$ cat src/rtl/dds_word_scheduler.sv
// dds_word_scheduler: turns frequency (MHz/kHz/Hz) and phase (x, y) requests
// into DDS tuning words through one shared restoring divider, arbitrated
// round-robin between the two requesters.
//   fre_step = ((x*1e6 + y*1e3 + z) << N) / CLK_FREQ        (low N bits)
//   pha_step = (x << (M-1)) + 2^(M-1)/y                     (mod 2^M, y=0 -> 0)
// Optional build macro DDS_SHADOW_APPLY_EN: results land in shadow registers
// and are copied to the outputs together on the 'apply' strobe.
module dds_word_scheduler #(
  parameter int unsigned N         = 32,
  parameter int unsigned M         = 12,
  parameter int unsigned FRE_WIDTH = 10,
  parameter int unsigned PHA_WIDTH = 8,
  parameter int unsigned CLK_FREQ  = 50_000_000,
  parameter int unsigned DIV_W     = 64
) (
  input  logic                 clk,
  input  logic                 rst,
  input  logic                 fre_valid,
  output logic                 fre_ready,
  input  logic [FRE_WIDTH-1:0] fre_x,
  input  logic [FRE_WIDTH-1:0] fre_y,
  input  logic [FRE_WIDTH-1:0] fre_z,
  input  logic                 pha_valid,
  output logic                 pha_ready,
  input  logic [PHA_WIDTH-1:0] pha_x,
  input  logic [PHA_WIDTH-1:0] pha_y,
  output logic [N-1:0]         fre_step,
  output logic [M-1:0]         pha_step,
  output logic                 word_upd,
  output logic                 busy
`ifdef DDS_SHADOW_APPLY_EN
  ,
  input  logic                 apply
`endif
);

  typedef enum logic [1:0] {S_IDLE, S_LOAD, S_DIV, S_COMMIT} state_e;
  typedef enum logic {RR_FRE = 1'b0, RR_PHA = 1'b1} rr_e;

  localparam int unsigned CW = (DIV_W > 1) ? $clog2(DIV_W) : 1;

  state_e               state_q, state_d;
  rr_e                  rr_q, rr_d;
  logic                 sel_pha_q, sel_pha_d;
  logic [FRE_WIDTH-1:0] fx_q, fx_d;
  logic [FRE_WIDTH-1:0] fy_q, fy_d;
  logic [FRE_WIDTH-1:0] fz_q, fz_d;
  logic [PHA_WIDTH-1:0] px_q, px_d;
  logic [PHA_WIDTH-1:0] py_q, py_d;
  logic [DIV_W-1:0]     num_q, num_d;
  logic [DIV_W-1:0]     rem_q, rem_d;
  logic [DIV_W-1:0]     den_q, den_d;
  logic [CW-1:0]        cnt_q, cnt_d;
  logic [N-1:0]         fre_step_q, fre_step_d;
  logic [M-1:0]         pha_step_q, pha_step_d;
  logic                 word_upd_q, word_upd_d;
`ifdef DDS_SHADOW_APPLY_EN
  logic [N-1:0]         fre_sh_q, fre_sh_d;
  logic [M-1:0]         pha_sh_q, pha_sh_d;
`endif

  logic                 grant_fre;
  logic                 grant_pha;
  logic [DIV_W-1:0]     fre_hz;
  logic [DIV_W:0]       cand;
  logic                 q_bit;
  logic [N-1:0]         fre_word;
  logic [M-1:0]         q_lo;
  logic [M-1:0]         pha_word;

  // Round-robin grant: offered only in IDLE and never while reset is held
  always_comb begin
    grant_fre = 1'b0;
    grant_pha = 1'b0;
    if (state_q == S_IDLE && !rst) begin
      if (fre_valid && (!pha_valid || rr_q == RR_FRE)) begin
        grant_fre = 1'b1;
      end else if (pha_valid) begin
        grant_pha = 1'b1;
      end
    end
  end

  assign fre_ready = grant_fre;
  assign pha_ready = grant_pha;

  // Divider datapath: operand build, one restoring step, result formatting
  always_comb begin
    fre_hz   = DIV_W'(fx_q) * DIV_W'(1_000_000)
             + DIV_W'(fy_q) * DIV_W'(1_000)
             + DIV_W'(fz_q);
    cand     = {rem_q, num_q[DIV_W-1]};
    q_bit    = (cand >= {1'b0, den_q});
    fre_word = num_q[N-1:0];
    // A zero phase divisor contributes nothing rather than the all-ones quotient
    q_lo     = (den_q == '0) ? '0 : num_q[M-1:0];
    pha_word = (M'(px_q) << (M-1)) + q_lo;
  end

  // Next-state and register-update logic for the scheduler FSM
  always_comb begin
    state_d    = state_q;
    rr_d       = rr_q;
    sel_pha_d  = sel_pha_q;
    fx_d       = fx_q;
    fy_d       = fy_q;
    fz_d       = fz_q;
    px_d       = px_q;
    py_d       = py_q;
    num_d      = num_q;
    rem_d      = rem_q;
    den_d      = den_q;
    cnt_d      = cnt_q;
    fre_step_d = fre_step_q;
    pha_step_d = pha_step_q;
    word_upd_d = 1'b0;
`ifdef DDS_SHADOW_APPLY_EN
    fre_sh_d   = fre_sh_q;
    pha_sh_d   = pha_sh_q;
`endif

    case (state_q)
      S_IDLE: begin
        if (grant_fre) begin
          sel_pha_d = 1'b0;
          fx_d      = fre_x;
          fy_d      = fre_y;
          fz_d      = fre_z;
          rr_d      = RR_PHA;
          state_d   = S_LOAD;
        end else if (grant_pha) begin
          sel_pha_d = 1'b1;
          px_d      = pha_x;
          py_d      = pha_y;
          rr_d      = RR_FRE;
          state_d   = S_LOAD;
        end
      end

      S_LOAD: begin
        if (sel_pha_q) begin
          num_d = DIV_W'(1) << (M-1);
          den_d = DIV_W'(py_q);
        end else begin
          num_d = fre_hz << N;
          den_d = DIV_W'(CLK_FREQ);
        end
        rem_d   = '0;
        cnt_d   = '0;
        state_d = S_DIV;
      end

      S_DIV: begin
        // Numerator shifts out MSB first while quotient bits shift in at the LSB
        if (q_bit) begin
          rem_d = cand[DIV_W-1:0] - den_q;
        end else begin
          rem_d = cand[DIV_W-1:0];
        end
        num_d = {num_q[DIV_W-2:0], q_bit};
        cnt_d = cnt_q + CW'(1);
        if (cnt_q == CW'(DIV_W - 1)) begin
          state_d = S_COMMIT;
        end
      end

      S_COMMIT: begin
`ifdef DDS_SHADOW_APPLY_EN
        if (sel_pha_q) begin
          pha_sh_d = pha_word;
        end else begin
          fre_sh_d = fre_word;
        end
`else
        if (sel_pha_q) begin
          pha_step_d = pha_word;
        end else begin
          fre_step_d = fre_word;
        end
        word_upd_d = 1'b1;
`endif
        state_d = S_IDLE;
      end

      default: state_d = S_IDLE;
    endcase

`ifdef DDS_SHADOW_APPLY_EN
    // Apply copies the shadows as they will be after this edge, so a result
    // committed in the same cycle is the one that reaches the outputs
    if (apply) begin
      fre_step_d = fre_sh_d;
      pha_step_d = pha_sh_d;
      word_upd_d = 1'b1;
    end
`endif
  end

  // State and datapath registers with asynchronous active-high reset
  always_ff @(posedge clk or posedge rst) begin
    if (rst) begin
      state_q    <= S_IDLE;
      rr_q       <= RR_FRE;
      sel_pha_q  <= 1'b0;
      fx_q       <= '0;
      fy_q       <= '0;
      fz_q       <= '0;
      px_q       <= '0;
      py_q       <= '0;
      num_q      <= '0;
      rem_q      <= '0;
      den_q      <= '0;
      cnt_q      <= '0;
      fre_step_q <= '0;
      pha_step_q <= '0;
      word_upd_q <= 1'b0;
`ifdef DDS_SHADOW_APPLY_EN
      fre_sh_q   <= '0;
      pha_sh_q   <= '0;
`endif
    end else begin
      state_q    <= state_d;
      rr_q       <= rr_d;
      sel_pha_q  <= sel_pha_d;
      fx_q       <= fx_d;
      fy_q       <= fy_d;
      fz_q       <= fz_d;
      px_q       <= px_d;
      py_q       <= py_d;
      num_q      <= num_d;
      rem_q      <= rem_d;
      den_q      <= den_d;
      cnt_q      <= cnt_d;
      fre_step_q <= fre_step_d;
      pha_step_q <= pha_step_d;
      word_upd_q <= word_upd_d;
`ifdef DDS_SHADOW_APPLY_EN
      fre_sh_q   <= fre_sh_d;
      pha_sh_q   <= pha_sh_d;
`endif
    end
  end

  assign fre_step = fre_step_q;
  assign pha_step = pha_step_q;
  assign word_upd = word_upd_q;
  assign busy     = (state_q != S_IDLE);

endmodule

$ cat config.mk
export PLATFORM = sky130hd
export DESIGN_NAME = dds_word_scheduler
export DESIGN_NICKNAME = d
export VERILOG_FILES = /design/src/rtl/dds_word_scheduler.sv
export SDC_FILE = /design/constraint.sdc
export NUM_CORES = 1
export LEC_CHECK = 0
export BUFFER_PORTS_ARGS = -buffer_cell sky130_fd_sc_hd__clkbuf_2
export CORE_MARGIN = 2
export CORE_UTILIZATION = 65
export DETAILED_ROUTE_END_ITERATION = 8
export GPL_ROUTABILITY_DRIVEN = 0
export PLACE_DENSITY = 0.95
export SLEW_MARGIN = 20
export SYNTH_ARGS = -nofsm -noshare
export SYNTH_HDL_FRONTEND = slang
export SYNTH_SLANG_ARGS = --single-unit
$ cat constraint.sdc
create_clock -name clk -period 16.85 [get_ports clk]
set_input_delay 0 -clock clk [delete_from_list [all_inputs] [get_ports clk]]
set_output_delay 0 -clock clk [all_outputs]
set_load 0.01 [all_outputs]
==> results of run 1 <==
## worst max-delay path by stage
stage / to / slack (ps) / cells past startpoint
after global routing: num_q[60]$_DFFE_PP0P_ / 9100 / 24
after detailed placement: num_q[60]$_DFFE_PP0P_ / 9800 / 24
final: num_q[60]$_DFFE_PP0P_ / 9460 / 24
after CTS: num_q[60]$_DFFE_PP0P_ / 9640 / 24
after floorplan: cnt_q[0]$_DFFE_PP0P_ / 10520 / 1
after global placement: num_q[60]$_DFFE_PP0P_ / 9940 / 24
## cells in the mapped netlist (18+ instances only)
| cell type | n | area share |
|---|---|---|
| o2bb2ai_1 | 18 | 0.0093 |
| or3_1 | 20 | 0.0074 |
| fa_1 | 61 | 0.072 |
| xnor2_1 | 52 | 0.027 |
| nand3_1 | 70 | 0.021 |
| clkbuf_1 | 63 | 0.014 |
| nor2_1 | 92 | 0.020 |
| a21oi_1 | 92 | 0.027 |
| o21ai_0 | 137 | 0.041 |
| ha_1 | 167 | 0.12 |
| nor3_1 | 48 | 0.014 |
| dfrtp_1 | 231 | 0.34 |
| mux2_2 | 22 | 0.015 |
| xor2_1 | 26 | 0.013 |
| o22ai_1 | 23 | 0.0085 |
| a21o_1 | 23 | 0.010 |
| nand2b_1 | 20 | 0.0074 |
| o211ai_1 | 18 | 0.0080 |
| inv_1 | 213 | 0.047 |
| nand2_1 | 168 | 0.037 |
## critical path, cell delays in order (launching register included)
cell and delay (ps):
dfrtp_1 480, fa_1 560, fa_1 520, inv_1 60
fa_1 480, fa_1 530, inv_1 50, ha_1 330
inv_1 90, o21ai_0 170, a211o_1 330, a31oi_1 240
nor2b_1 70, o21ai_0 250, nor2b_1 200, xnor2_1 150
ha_1 260, ha_1 230, or3_1 360, o311ai_0 920
o21ai_0 380, nand4_1 200, nor3_1 90, xor2_1 170
o221ai_1 110
## metrics by stage
stage | total power [mW] | worst slack [ps] | utilization
6_report | 3.50 | 9460 | 0.734
5_1_grt | 3.74 | 9100 | 0.734
4_1_cts | 3.43 | 9640 | 0.733
3_5_place_dp | 2.79 | 9800 | 0.682
3_3_place_gp | 2.68 | 9940 | 0.682
2_1_floorplan | 2.37 | 10520 | -
## state kept, by name, indices dropped and copies added (netlist names), 2 cells and up
signal and flops:
num_q 64, rem_q 64, fre_step 32, pha_step 12, fx_q 10, fy_q 10, fz_q 10, den_q 9
py_q 8, cnt_q 6, state_q 2
## cell families after synthesis
| family | share of synthesized area |
|---|---|
| fa+ha+maj | 0.196 |
| flops | 0.342 |
| simple gates | 0.154 |
| buf+inv | 0.0659 |
| mux | 0.0221 |
| compound gates | 0.180 |
| xor+xnor | 0.0404 |
## cell type report
type,instances,area [um2]
timing repair buffer,143,958
fill,1529,6860
multi-input combinational,1337,10000
sequential,231,5780
clock inverter,12,144
tap,335,419
clock buffer,35,744
inverter,215,820
## power by group through the flow
stage	logic (mW)	clock network, mW	registers, mW
floorplan	1.72	0	0.649
global placement	2.01	0	0.666
detailed placement	2.12	0	0.669
CTS	2.18	0.589	0.662
global route	2.46	0.611	0.670
finish	2.25	0.589	0.667
## per-layer routing
| layer | vias to the layer above | GRT usage |
|---|---|---|
| li1 | 6739 | - |
| met1 | 7284 | 0.401 |
| met2 | 878 | 0.570 |
| met3 | 222 | 0.0559 |
| met4 | 0 | 0.153 |
| met5 | - | 0 |
==> flow_metrics.py, run 1 <==
metrics = {
    "logic_synthesis": {
        "synthCells": 1859,
        "yosys_warnings": 0,
        "syn_area_mm2": 0.0169,
        "postSynthNetCount": 2137,
        "synthArstFlopShare": 1.00,
        "syn_avg_cell_area_um2": 9.09,
        "ys_types": 82,
        "synth_flop_cell": "dfrtp_1",
        "synth_edf_count": 0,
        "synth_seq_cells": 231,
        "seq_area_frac_synth": 0.342,
    },
    "drt": {
        "via_count": 15100,
        "wire_per_inst_um": 19.8,
        "drc": 0,
        "met1_length_um": 17600,
        "drt_iter0_drc": 1909,
        "routed_wl_um": 45700,
        "highest_layer": "met4",
        "drt-vias-per-instance": 6.55,
        "drt_first_pass_iters": 6,
        "met3WireLength_um": 3150,
        "wl_met2_um": 22800,
        "ant_nets": 0,
    },
    "layout": {
        "syn2layout_area_growth_pct": 11.8,
        "drive_above_1_share": 0.102,
        "final_nets": 2232,
        "finalNonFillerCells": 2308,
        "diodes": 0,
        "mostFrequentLayoutCell": "dfrtp_1",
        "postLayoutCellArea_mm2": 0.0189,
        "final_cell_mix": "dfrtp_1 (231), inv_1 (212), nand2_1 (168)",
    },
    "sta": {
        "tns_ps": 0,
        "relSlewSlack": 0.257,
        "slew_viol_final": 0,
        "whs_ps": 194,
        "min_period_over_period": 0.438,
        "rsz0062_at_grt": "false",
        "setup_viol": 0,
        "min_period_ps": 7390,
        "max_slew.worst_pin.slew_ps": 1100,
        "hold_violations": 0,
        "fmax_mhz": 135,
        "finalClockSkew_ps": 27.7,
    },
    "die": {
        "die_h_um": 165,
        "rows": 59,
        "core-area_mm2": 0.0258,
        "die_w_um": 165,
        "pin_count": 98,
        "start_util": 0.656,
        "die_area_mm2": 0.0273,
    },
    "power_and_ir_drop": {
        "switching_power_mw": 1.61,
        "power_frac_seq": 0.190,
        "vdd_drop_max_v": 0.000175,
        "power_frac_clock": 0.168,
        "internal_power_mw": 1.89,
        "p_sw_frac": 0.459,
        "combPwrFrac": 0.641,
        "power.leakage_nw": 8.98,
        "power.density_mw_per_mm2": 185,
    },
    "grt": {
        "grt_first_pass_wirelength_um": 72800,
        "grt-ovfl-total": 0,
        "antenna_found_initial": 0,
        "grt.total_usage": 0.329,
        "grt_pass1_vias": 14900,
        "grt_max_degree": 159,
    },
    "clock_network": {
        "insertion_delay_ps": 550,
        "cts_tree": "done",
        "clkSlewWorstSetupHoldPaths_ps": 70,
        "cts_resized": 0,
        "cts_sinks": 231,
        "cts_buffers": 26,
        "htreeDepth": 1,
        "cts_hold_buf": 44,
        "root_buffer": "clkbuf_16",
        "post-cts-setup-buffers": 0,
        "clock_path_buffers": 3,
    },
    "setup_path": {
        "critPathMaxFanout": 6,
        "crit_start": "fy_q[0]$_DFFE_PP0P_",
        "r2r-start": "fy_q[0]$_DFFE_PP0P_",
        "crit_type": "flip-flop to flip-flop",
        "reg2reg_to": "num_q[60]$_DFFE_PP0P_",
        "regToRegSetupSlack_ps": 9460,
        "r2r_cells": 24,
        "cp.arrival_ps": 7780,
        "endpoint_kind": "flip-flop",
        "start_kind": "flip-flop",
        "critPathRequiredTime_ps": 17240,
    },
    "hold_path": {
        "hold_path.class": "primary input to flip-flop",
        "whs_endpoint": "fz_q[0]$_DFFE_PP0P_",
        "min_from": "fre_z[0]",
        "hold_depth": 4,
    },
    "placed_design": {
        "io_buffer_count": 90,
        "dp.cells": 2217,
        "place_area_mm2": 0.0176,
        "hpwl_um": 29500,
    },
    "outcome": {
        "status": "complete, no violations",
    },
    "run": {
        "cap_violations": 0,
    },
}
Note: power is estimated with default switching activity, not from simulation.
==> inputs of run 2 (changes only) <==
CORE_UTILIZATION = 63   (was 65)
PLACE_DENSITY = 0.93   (was 0.95)
clock period = 7.6 ns   (was 16.85 ns; I/O delays follow)
==> run 2 against run 1 <==
Setup slack got worse by 8900 ps. Routed wire length decreased by 2.6%. Flip-flop and latch count unchanged. Critical path type unchanged. Combinational power up 120%.
==> flow_metrics.py, run 2 (synthesis results as in run 1) <==
metrics = {
    "die": {
        "die_w_um": 168,
        "die_h_um": 168,
        "rows": 59,
        "pin_count": 98,
        "die_area_mm2": 0.0282,
        "core-area_mm2": 0.0262,
        "start_util": 0.645,
    },
    "clock_network": {
        "clock_path_buffers": 3,
        "cts_sinks": 231,
        "htreeDepth": 1,
        "cts_resized": 0,
        "root_buffer": "clkbuf_16",
        "clkSlewWorstSetupHoldPaths_ps": 60,
        "cts_tree": "done",
        "cts_buffers": 25,
        "post-cts-setup-buffers": 0,
        "insertion_delay_ps": 540,
    },
    "drt": {
        "routed_wl_um": 44500,
        "drc": 0,
        "ant_nets": 0,
        "drt-vias-per-instance": 6.47,
        "via_count": 14900,
        "wire_per_inst_um": 19.3,
        "drt_first_pass_iters": 6,
        "drt_iter0_drc": 1688,
    },
    "layout": {
        "diodes": 0,
        "syn2layout_area_growth_pct": 11.9,
        "fill_cells": 1686,
        "postLayoutCellArea_mm2": 0.0189,
        "mostFrequentLayoutCell": "dfrtp_1",
        "drive_above_1_share": 0.0995,
        "final_nets": 2232,
        "final_cell_mix": "dfrtp_1 (231), inv_1 (212), nand2_1 (168)",
    },
    "sta": {
        "hold_violations": 0,
        "finalClockSkew_ps": 9.75,
        "slew_viol_final": 0,
        "rsz0062_at_grt": "false",
        "fmax_mhz": 142,
        "tns_ps": 0,
        "setup_viol": 0,
        "setup_slack_ps": 559,
        "whs_ps": 189,
        "min_period_over_period": 0.926,
        "relSlewSlack": 0.287,
        "max_slew.worst_pin.slew_ps": 1070,
        "min_period_ps": 7040,
    },
    "setup_path": {
        "crit_type": "flip-flop to flip-flop",
        "critPathSlowestCell": "fa_1",
        "cpPeakStageDelay_ps": 570,
        "start_kind": "flip-flop",
        "critPathMaxFanout": 6,
        "endpoint_kind": "flip-flop",
        "cp.arrival_ps": 7420,
        "critPathRequiredTime_ps": 7980,
    },
    "grt": {
        "grt_max_degree": 141,
        "grt_pass1_vias": 15300,
        "grt-ovfl-total": 0,
        "antenna_found_initial": 0,
        "grt.total_usage": 0.318,
        "grt_first_pass_wirelength_um": 74500,
    },
    "placed_design": {
        "io_buffer_count": 90,
        "dp_slack_ps": 716,
        "hpwl_um": 29100,
        "place_area_mm2": 0.0176,
    },
    "run": {
        "cap_violations": 0,
    },
    "outcome": {
        "status": "complete, no violations",
    },
    "hold_path": {
        "hold_path.class": "primary input to flip-flop",
    },
    "power_and_ir_drop": {
        "total_power_mw": 7.73,
        "power.density_mw_per_mm2": 409,
        "power.leakage_nw": 8.99,
        "vdd_drop_max_v": 0.000363,
    },
}
run 2: cell count changes in the layout (fill, tap and decap cells not counted), sizes merged:
| cell | change |
|---|---|
| bufinv | +3 |
| clkbuf | -3 |
| dlygate4sd3 | +1 |
| clkinvlp | -3 |
| inv | -1 |
| clkinv | -1 |
run 2: timing repair:
action | 4_1_cts | 5_1_grt
endpoints found under the setup margin | 0 | 0
hold endpoints to repair | 180 | 0
hold buffers | 45 | 0
run 2: final timing paths:
check	start	endpoint	slack, ps	cells after the start
worst min-delay path	fre_z[1]	fz_q[1]$_DFFE_PP0P_	190	4
min in group asynchronous	rst	state_q[0]$_DFFE_PP0P_	330	3
worst max register to register	fy_q[0]$_DFFE_PP0P_	num_q[60]$_DFFE_PP0P_	560	27
worst max-delay path	fy_q[0]$_DFFE_PP0P_	num_q[60]$_DFFE_PP0P_	560	27
max in group asynchronous	rst	rem_q[18]$_DFFE_PP0P_	5970	4
worst min register to register	fz_q[1]$_DFFE_PP0P_	fz_q[1]$_DFFE_PP0P_	480	2
run 2: area by class of cell:
type	count	area (um2)	share of cell area
clock buffers	32	692	0.0366
clock inverters	10	194	0.0103
inverters	215	815	0.0431
multi-input cells	1337	10000	0.531
flip-flops and latches	231	5780	0.306
well taps	335	419	0.0222
repair buffers	144	972	0.0514
run 2: report_power, final:
part | switching (mW) | internal (mW) | leakage, nW
logic | 2.82 | 2.12 | 5.93
registers | 0.126 | 1.34 | 2.63
clock network | 0.515 | 0.812 | 0.437
total | 3.46 | 4.27 | 8.99
run 2: metrics by stage:
stage,utilization,std cells
2_1_floorplan,-,1859
3_3_place_gp,0.670,2217
3_5_place_dp,0.670,2217
4_1_cts,0.721,2304
5_1_grt,0.722,2304
6_report,0.722,2304
run 2: routing by layer:
layer / GRT usage / vias to the layer above / routed length [um]
met2: 0.556 / 744 / 22200
met4: 0.126 / 0 / 1690
li1: - / 6723 / -
met5: 0 / - / 0
met3: 0.0470 / 161 / 3070
met1: 0.400 / 7285 / 17500
run 2: worst max-delay path: cells and delay by family, from the launching register on:
kind,cells,cell delay [ps]
compound gates,9,1750
xor+xnor,2,330
fa+ha+maj,7,3010
buf+inv,4,360
flops,1,480
simple gates,5,940
==> inputs of run 3 (changes only) <==
CORE_UTILIZATION = 25   (was 63)
PLACE_DENSITY = 0.5   (was 0.93)
==> run 3 against run 2 <==
Cell area is 4.1% higher. Global-route usage is 19 points lower. Maximum frequency is 1.9% higher. Die area is 150% higher. Sequential power hardly changed. Final cell count is 24% higher. Combinational power is 3% lower. Hold slack worse by 34 ps. Utilization is 43 points lower. First-iteration DRC count is 53% lower. Critical path type unchanged. Critical endpoint is now num_q[61]$_DFFE_PP0P_.
==> flow_metrics.py, run 3 (synthesis results as in run 1) <==
metrics = {
    "layout": {
        "diodes": 0,
        "drive_above_1_share": 0.105,
        "final_cell_mix": "dfrtp_1 (231), inv_1 (212), nand2_1 (167)",
        "fill_cells": 7046,
        "syn2layout_area_growth_pct": 16.5,
        "final_nets": 2237,
        "mostFrequentLayoutCell": "dfrtp_1",
    },
    "placed_design": {
        "hpwl_um": 31000,
        "io_buffer_count": 90,
    },
    "sta": {
        "rsz0062_at_grt": "false",
        "relSlewSlack": 0.344,
        "min_period_ps": 6910,
        "slew_viol_final": 0,
        "tns_ps": 0,
        "min_period_over_period": 0.909,
        "max_slew.worst_pin.slew_ps": 979,
        "hold_violations": 0,
        "fmax_mhz": 145,
        "finalClockSkew_ps": 19.4,
        "setup_viol": 0,
    },
    "setup_path": {
        "r2r-start": "fy_q[0]$_DFFE_PP0P_",
        "critPathRequiredTime_ps": 8020,
        "r2r_cells": 24,
        "crit_type": "flip-flop to flip-flop",
        "critPathTopFamily": "adder cells",
        "regToRegSetupSlack_ps": 690,
        "reg2reg_to": "num_q[61]$_DFFE_PP0P_",
        "cp.arrival_ps": 7330,
        "critPathMaxFanout": 6,
        "start_kind": "flip-flop",
        "path_cells": "fa_1, fa_1, inv_1, fa_1, fa_1, inv_1, ha_1, inv_1, o21ai_0, a211o_1, a31oi_1, nor2b_1, o21ai_0, a21oi_1, o211ai_1, ha_1, ha_1, and3_1, nand2_1, a211oi_1, o2111ai_1, nor4_1, xnor2_1, o21ai_0",
        "cpMostUsedCell": "fa_1",
        "endpoint_kind": "flip-flop",
        "critPathSlowestCell": "fa_1",
        "worstPathBufferInverterCount": 3,
        "cpPeakStageDelay_ps": 550,
        "cp.depth": 24,
        "crit_start": "fy_q[0]$_DFFE_PP0P_",
    },
    "clock_network": {
        "root_buffer": "clkbuf_16",
        "clkSlewWorstSetupHoldPaths_ps": 70,
        "htreeDepth": 1,
        "cts_tree": "done",
        "insertion_delay_ps": 580,
        "cts_sinks": 231,
        "cts_buffers": 27,
        "post-cts-setup-buffers": 0,
        "clock_path_buffers": 3,
    },
    "grt": {
        "antenna_found_initial": 1,
        "grt.total_usage": 0.124,
        "grt_pass1_vias": 13900,
        "grt-ovfl-total": 0,
        "grt_max_degree": 126,
        "grt_first_pass_wirelength_um": 72600,
    },
    "run": {
        "cap_violations": 0,
    },
    "die": {
        "die_h_um": 264,
        "pin_count": 98,
        "die_area_mm2": 0.0697,
        "rows": 95,
        "die_w_um": 264,
        "start_util": 0.252,
        "core-area_mm2": 0.0670,
    },
    "drt": {
        "via_count": 13700,
        "drt_first_pass_iters": 5,
        "ant_nets": 0,
        "wire_per_inst_um": 15.2,
        "drt_iter0_drc": 793,
        "drc": 0,
        "routed_wl_um": 43400,
        "drt-vias-per-instance": 4.81,
    },
    "outcome": {
        "status": "complete, no violations",
    },
    "hold_path": {
        "min_from": "fre_x[9]",
        "hold_path.class": "primary input to flip-flop",
        "whs_endpoint": "fx_q[9]$_DFFE_PP0P_",
        "hold_depth": 4,
    },
    "power_and_ir_drop": {
        "power.density_mw_per_mm2": 390,
        "total_power_mw": 7.69,
        "vdd_drop_max_v": 0.000373,
        "power.leakage_nw": 9.06,
    },
}
==> run 3: final cells by class <==
type	instances	area, um2	area share
clock buffer	35	756	0.0384
clock inverter	15	226	0.0115
inverter	215	815	0.0414
multi-input combinational	1337	10000	0.510
sequential	231	5780	0.293
tap	873	1090	0.0555
timing repair buffer	147	988	0.0502
==> run 3: timing repair <==
item                      4_1_cts  5_1_grt
gates resized for setup         0        0
hold endpoints to repair      164        0
hold buffers                   44        0
==> run 3: metal layers <==
layer	global-route usage	part of all wire	vias up
li1	-	-	6736
met3	0.0168	0.034	58
met1	0.170	0.48	6715
met2	0.209	0.47	225
met5	0	0	-
met4	0.0232	0.018	0
==> run 3: worst max-delay path by stage <==
stage	to	slack [ps]
final	num_q[61]$_DFFE_PP0P_	690
after detailed placement	num_q[61]$_DFFE_PP0P_	680
after global placement	num_q[60]$_DFFE_PP0P_	730
after global routing	num_q[61]$_DFFE_PP0P_	130
after floorplan	cnt_q[0]$_DFFE_PP0P_	1270
after CTS	num_q[61]$_DFFE_PP0P_	650
==> run 3: power by group <==
part / switching [mW] / total [mW] / internal [mW]
sequential: 0.118 / 1.46 / 1.34
clock: 0.574 / 1.45 / 0.876
combinational: 2.69 / 4.78 / 2.09
==> run 3: per-stage QoR <==
step / worst slack (ps) / hold WS [ps] / instances / instance area [um2] / utilization
2_1_floorplan: 1270 / 105 / 1859 / 16900 / -
3_3_place_gp: 735 / 197 / 2759 / 18300 / 0.273
3_5_place_dp: 680 / 197 / 2759 / 18300 / 0.273
4_1_cts: 646 / 122 / 2853 / 19700 / 0.294
5_1_grt: 129 / 172 / 2853 / 19700 / 0.294
6_report: 689 / 155 / 2853 / 19700 / 0.294
==> run 3: worst min-delay path: cells and delay by family <==
kind,cells,cell delay (ps)
AND/OR/NAND/NOR,2,80
buffers and inverters,2,610
